`src/rtl/bucket_bitmap.sv`:
```
`default_nettype none
// ============================================================================
// bucket_bitmap : per-bucket occupancy counters with a registered non-zero
//                 bitmap, two-stage inc/dec pipeline and sweep-based clear.
// Revision      : 1.0
// ============================================================================
module bucket_bitmap #(
  parameter int WIDTH_LOG   = 4,
  parameter int WIDTH       = 1 << WIDTH_LOG,
  parameter int COUNT_WIDTH = 8
) (
  input  logic                 clk,
  input  logic                 rst_n,
  input  logic                 clear,
  input  logic                 in_valid,
  output logic                 in_ready,
  input  logic                 in_op,
  input  logic [WIDTH_LOG-1:0] in_index,
  output logic [WIDTH-1:0]     bitmap,
  output logic                 empty,
  output logic                 overflow,
  output logic                 underflow,
  output logic                 init_done
);

  typedef enum logic [0:0] {
    ST_INIT  = 1'b0,
    ST_READY = 1'b1
  } state_t;

  localparam logic [COUNT_WIDTH-1:0] C_CNT_MAX  = '1;
  localparam logic [COUNT_WIDTH-1:0] C_CNT_ZERO = '0;
  localparam logic [WIDTH_LOG-1:0]   C_LAST_IDX = WIDTH_LOG'(WIDTH - 1);

  state_t                 state_q,     state_d;
  logic [WIDTH_LOG-1:0]   sweep_idx_q, sweep_idx_d;
  logic [WIDTH-1:0]       bitmap_q,    bitmap_d;
  logic                   empty_q,     empty_d;
  logic                   overflow_q,  overflow_d;
  logic                   underflow_q, underflow_d;
  logic                   s1_valid_q,  s1_valid_d;
  logic                   s1_op_q,     s1_op_d;
  logic [WIDTH_LOG-1:0]   s1_idx_q,    s1_idx_d;
  logic [COUNT_WIDTH-1:0] s1_cnt_q,    s1_cnt_d;

  logic [COUNT_WIDTH-1:0] count_mem [WIDTH];
  logic                   mem_we;
  logic [WIDTH_LOG-1:0]   mem_waddr;
  logic [COUNT_WIDTH-1:0] mem_wdata;

  logic                   accept;
  logic                   inc_sat;
  logic                   dec_sat;
  logic [COUNT_WIDTH-1:0] new_cnt;
  logic [COUNT_WIDTH-1:0] rd_cnt;

  assign in_ready  = (state_q == ST_READY) && !clear;
  assign init_done = (state_q == ST_READY);
  assign accept    = in_valid && in_ready;
  assign bitmap    = bitmap_q;
  assign empty     = empty_q;
  assign overflow  = overflow_q;
  assign underflow = underflow_q;

  // Second stage: saturating update of the count captured by the first stage.
  always_comb begin
    inc_sat = !s1_op_q && (s1_cnt_q == C_CNT_MAX);
    dec_sat =  s1_op_q && (s1_cnt_q == C_CNT_ZERO);
    new_cnt = s1_cnt_q;
    if (s1_op_q) begin
      if (!dec_sat) new_cnt = s1_cnt_q - 1'b1;
    end else begin
      if (!inc_sat) new_cnt = s1_cnt_q + 1'b1;
    end
  end

  // The array write for the stage-2 command lands on the same edge the next
  // command reads, so a matching index must take the freshly computed count.
  assign rd_cnt = (s1_valid_q && (s1_idx_q == in_index)) ? new_cnt
                                                         : count_mem[in_index];

  always_comb begin
    state_d     = state_q;
    sweep_idx_d = sweep_idx_q;
    bitmap_d    = bitmap_q;
    empty_d     = empty_q;
    overflow_d  = overflow_q;
    underflow_d = underflow_q;
    s1_valid_d  = accept;
    s1_op_d     = s1_op_q;
    s1_idx_d    = s1_idx_q;
    s1_cnt_d    = s1_cnt_q;
    mem_we      = 1'b0;
    mem_waddr   = sweep_idx_q;
    mem_wdata   = C_CNT_ZERO;

    if (accept) begin
      s1_op_d  = in_op;
      s1_idx_d = in_index;
      s1_cnt_d = rd_cnt;
    end

    case (state_q)
      ST_INIT: begin
        mem_we      = 1'b1;
        mem_waddr   = sweep_idx_q;
        mem_wdata   = C_CNT_ZERO;
        bitmap_d    = '0;
        empty_d     = 1'b1;
        if (clear) begin
          sweep_idx_d = '0;
          overflow_d  = 1'b0;
          underflow_d = 1'b0;
        end else if (sweep_idx_q == C_LAST_IDX) begin
          sweep_idx_d = '0;
          state_d     = ST_READY;
        end else begin
          sweep_idx_d = sweep_idx_q + 1'b1;
        end
      end
      ST_READY: begin
        if (clear) begin
          state_d     = ST_INIT;
          sweep_idx_d = '0;
          bitmap_d    = '0;
          empty_d     = 1'b1;
          overflow_d  = 1'b0;
          underflow_d = 1'b0;
          s1_valid_d  = 1'b0;
        end else if (s1_valid_q) begin
          mem_we              = 1'b1;
          mem_waddr           = s1_idx_q;
          mem_wdata           = new_cnt;
          bitmap_d[s1_idx_q]  = (new_cnt != C_CNT_ZERO);
          empty_d             = (bitmap_d == '0);
          overflow_d          = overflow_q  | inc_sat;
          underflow_d         = underflow_q | dec_sat;
        end
      end
      default: begin
        state_d     = ST_INIT;
        sweep_idx_d = '0;
      end
    endcase
  end

  always_ff @(posedge clk or negedge rst_n) begin
    if (!rst_n) begin
      state_q     <= ST_INIT;
      sweep_idx_q <= '0;
      bitmap_q    <= '0;
      empty_q     <= 1'b1;
      overflow_q  <= 1'b0;
      underflow_q <= 1'b0;
      s1_valid_q  <= 1'b0;
      s1_op_q     <= 1'b0;
      s1_idx_q    <= '0;
      s1_cnt_q    <= '0;
    end else begin
      state_q     <= state_d;
      sweep_idx_q <= sweep_idx_d;
      bitmap_q    <= bitmap_d;
      empty_q     <= empty_d;
      overflow_q  <= overflow_d;
      underflow_q <= underflow_d;
      s1_valid_q  <= s1_valid_d;
      s1_op_q     <= s1_op_d;
      s1_idx_q    <= s1_idx_d;
      s1_cnt_q    <= s1_cnt_d;
    end
  end

  // Counter storage is deliberately unreset; the INIT sweep zeroes it.
  always_ff @(posedge clk) begin
    if (mem_we) count_mem[mem_waddr] <= mem_wdata;
  end

endmodule
`default_nettype wire

```
`config.mk`:
```
export PLATFORM = sky130hd
export DESIGN_NAME = bucket_bitmap
export DESIGN_NICKNAME = d
export VERILOG_FILES = /design/src/rtl/bucket_bitmap.sv
export SDC_FILE = /design/constraint.sdc
export NUM_CORES = 1
export LEC_CHECK = 0
export ABC_AREA = 1
export BUFFER_PORTS_ARGS = -buffer_cell sky130_fd_sc_hd__buf_4
export CORE_MARGIN = 2
export CORE_UTILIZATION = 35
export CTS_CLUSTER_DIAMETER = 150
export DETAILED_ROUTE_END_ITERATION = 16
export GPL_ROUTABILITY_DRIVEN = 0
export PLACE_DENSITY_LB_ADDON = 0.05
export SKIP_CTS_REPAIR_TIMING = 1
export SYNTH_ARGS = -nofsm -noshare
export SYNTH_HDL_FRONTEND = slang
export SYNTH_SLANG_ARGS = --single-unit
```
`constraint.sdc`:
```
create_clock -name clk -period 3.54 [get_ports clk]
set_input_delay 0.177 -clock clk [delete_from_list [all_inputs] [get_ports clk]]
set_output_delay 0.177 -clock clk [all_outputs]
set_load 0.005 [all_outputs]
```
==> flow_summary.json <==
{
  "status": "finished, final reports clean",
  "required_ns": 3.58,
  "synth_warnings": 0,
  "relSlewSlack_pct": 26.8,
  "cts_buffers": 17,
  "vias_per_cell": 5.25,
  "cts_tree": "yes",
  "ys_types": 37,
  "finalPower_mw": 4.25,
  "multi_input_area_sq_mm": 0.00258,
  "dpl.hpwl_um": 13700,
  "n_antenna_cell": 0,
  "grt_max_degree": 66,
  "routed-via-count": 5830,
  "num_io_pins": 30,
  "area_growth_pct": 13.8,
  "vdd_drop_max_mv": 0.271,
  "tightest_slew_ns": 1.10,
  "netlist_instances": 792,
  "cts_root_buf": "clkbuf_16",
  "grt_pass1_wl_um": 33200,
  "grt_overflow": 0,
  "drt-total-wl_um": 21000,
  "crit_arrival_ns": 2.97,
  "initialDrtViolationCount": 397,
  "initial_core_util_pct": 35.6,
  "clk_latency_ns": 0.42,
  "drv_slew": 0,
  "cts.htree.levels": 4,
  "fp-row-count": 54,
  "finalCritPeriodShare_pct": 82.7,
  "worstSetupStartpointType": "input port",
  "power_density_mw_per_mm2": 482,
  "path_max_fanout": 27,
  "firstDrtPassIters": 5,
  "clk_pin_slew_worst_paths_ns": 0.07,
  "crit_path_end_kind": "register",
  "final_hold_viol_count": 0,
  "hp-class": "input port to asynchronous set/reset pin",
  "rsz0062_at_grt": "false",
  "maxCapViolCount": 0,
  "crit_type": "input port to register",
  "fillers": 2187,
  "cts_buffer_depth": 2,
  "layout.nets": 833,
  "yosysSeqAreaShare_pct": 61.9,
  "grt_usage_pct": 18.3,
  "core-area_sq_mm": 0.0218,
  "syn-cell-area_sq_mm": 0.00774,
  "synth_nets": 805,
  "port_buffers": 29,
  "antenna_found_initial": 0,
  "drive_above_1_share_pct": 11.8,
  "setup-violations-final": 0,
  "grt_pass1_vias": 5711,
  "fmax_ghz": 0.341,
  "tns_ns": 0,
  "antenna_left": 0,
  "ys_ff_latch": 166,
  "cts_sinks": 166,
  "die_w_um": 153,
  "drcViolationCount": 0,
  "die_h_um": 153,
  "avgSynthCellArea_sq_um": 9.78,
  "leakagePower_nw": 3.67,
  "post-route-min-period_ns": 2.93,
  "wl_per_cell_um": 18.9,
  "finClkSkew_ns": 0.0106,
  "seq_area_sq_mm": 0.00480,
  "die_area_sq_mm": 0.0233
}
[report_power, final]
group | switching [mW] | internal, mW | total [mW]
Combinational | 0.256 | 0.111 | 0.366
Sequential | 0.0360 | 2.12 | 2.16
Clock | 0.762 | 0.962 | 1.72
Total | 1.05 | 3.20 | 4.25
[synthesized netlist by cell type, drive strengths merged]
master	n	share of area [%]
nand2	156	7.8
nor2	139	7.3
edfxtp	128	50
o21ai	118	7.6
nand3	53	3.5
inv	45	2.2
dfrtp	37	12
clkbuf	28	1.4
o221ai	20	2.3
o22ai	15	1.2
buf	9	0.81
nor3	7	0.52
o211ai	7	0.68
clkinv	6	0.29
a31oi	5	0.40
a21oi	4	0.31
ha	4	0.65
xor2	4	0.45
nand4	3	0.32
a22o	1	0.11
dfstp	1	0.34
o21a	1	0.097
xnor2	1	0.11
[through the flow]
| stage | cell area (sq um) | std cells | utilization [%] | hold slack (ns) | setup slack (ns) |
|---|---|---|---|---|---|
| final | 8810 | 1111 | 40.5 | 0.274 | 0.612 |
| after global routing | 8810 | 1111 | 40.5 | 0.311 | 0.359 |
| after CTS | 8780 | 1108 | 40.4 | -0.259 | 0.680 |
| after detailed placement | 8250 | 1078 | 37.9 | 0.199 | 0.703 |
| after global placement | 8250 | 1078 | 37.9 | 0.186 | 0.753 |
| after floorplan | 7740 | 792 | - | -0.119 | 1.36 |
[worst max-delay path, cell delays in order]
cell	delay, ns
dlygate4sd3_1	0.53
buf_4	0.14
inv_1	0.10
nand2_1	0.12
nor2_4	0.51
o21ai_0	0.36
inv_1	0.16
nand2_1	0.14
nor2_1	0.71
[routing by layer]
layer  up-vias  track usage [%]  wire length (um)
li1       2810                -                 -
met1      2844             26.3             10200
met2       154             27.8              9410
met3        22             3.78               859
met4         0             5.95               492
met5         -                0                 0
[layout make-up]
cell class	count	area share, %
Multi-Input combinational cell	538	29.3
Sequential cell	166	54.4
Tap cell	280	3.98
Inverter	51	2.20
Clock buffer	19	4.91
Timing Repair Buffer	46	4.00
Clock inverter	11	1.15
[logic make-up (layout without fill, tap and decap cells)]
logic type | after synthesis | in the layout | synth area share, %
DFF | 166 | 166 | 61.9
and+or+nand+nor | 358 | 358 | 19.5
buffers and inverters | 88 | 127 | 4.67
adders and majority gates | 4 | 4 | 0.646
AOI/OAI and AO/OA | 171 | 171 | 12.7
xor gates and xnor gates | 5 | 5 | 0.566
[placed cells by master, fill, tap and decap left out, drive strengths merged]
cell type	n
dlygate4sd3	3
edfxtp	128
o211ai	7
nor2	139
o21ai	118
inv	47
nand2	156
ha	4
buf	43
nand4	3
dfstp	1
a31oi	5
clkinv	9
o21a	1
a21oi	4
a22o	1
clkbuf	19
o221ai	20
xnor2	1
dfrtp	37
clkinvlp	5
o22ai	15
nor3	7
bufinv	1
nand3	53
xor2	4
[final timing paths]
kind	startpoint	endpoint	slack, ns	cells after the start
max	clear	count_mem[13][3]	0.61	9
min	rst_n	s1_cnt_q[4]	0.27	2
max reg2reg	s1_valid_q	count_mem[13][3]	0.73	6
min reg2reg	underflow	underflow	0.49	2
max in group asynchronous	rst_n	s1_idx_q[3]	2.90	2
min in group clk	in_index[3]	s1_cnt_q[1]	0.29	5
[sequential cells by signal, summed over array words and instances, names as in the netlist]
register	cells
s1_op_q	1
init_done	1
bitmap	16
overflow	1
sweep_idx_q	4
s1_idx_q	4
s1_cnt_q	8
s1_valid_q	1
empty	1
underflow	1
count_mem	128
(Power assumes the default switching activity.)
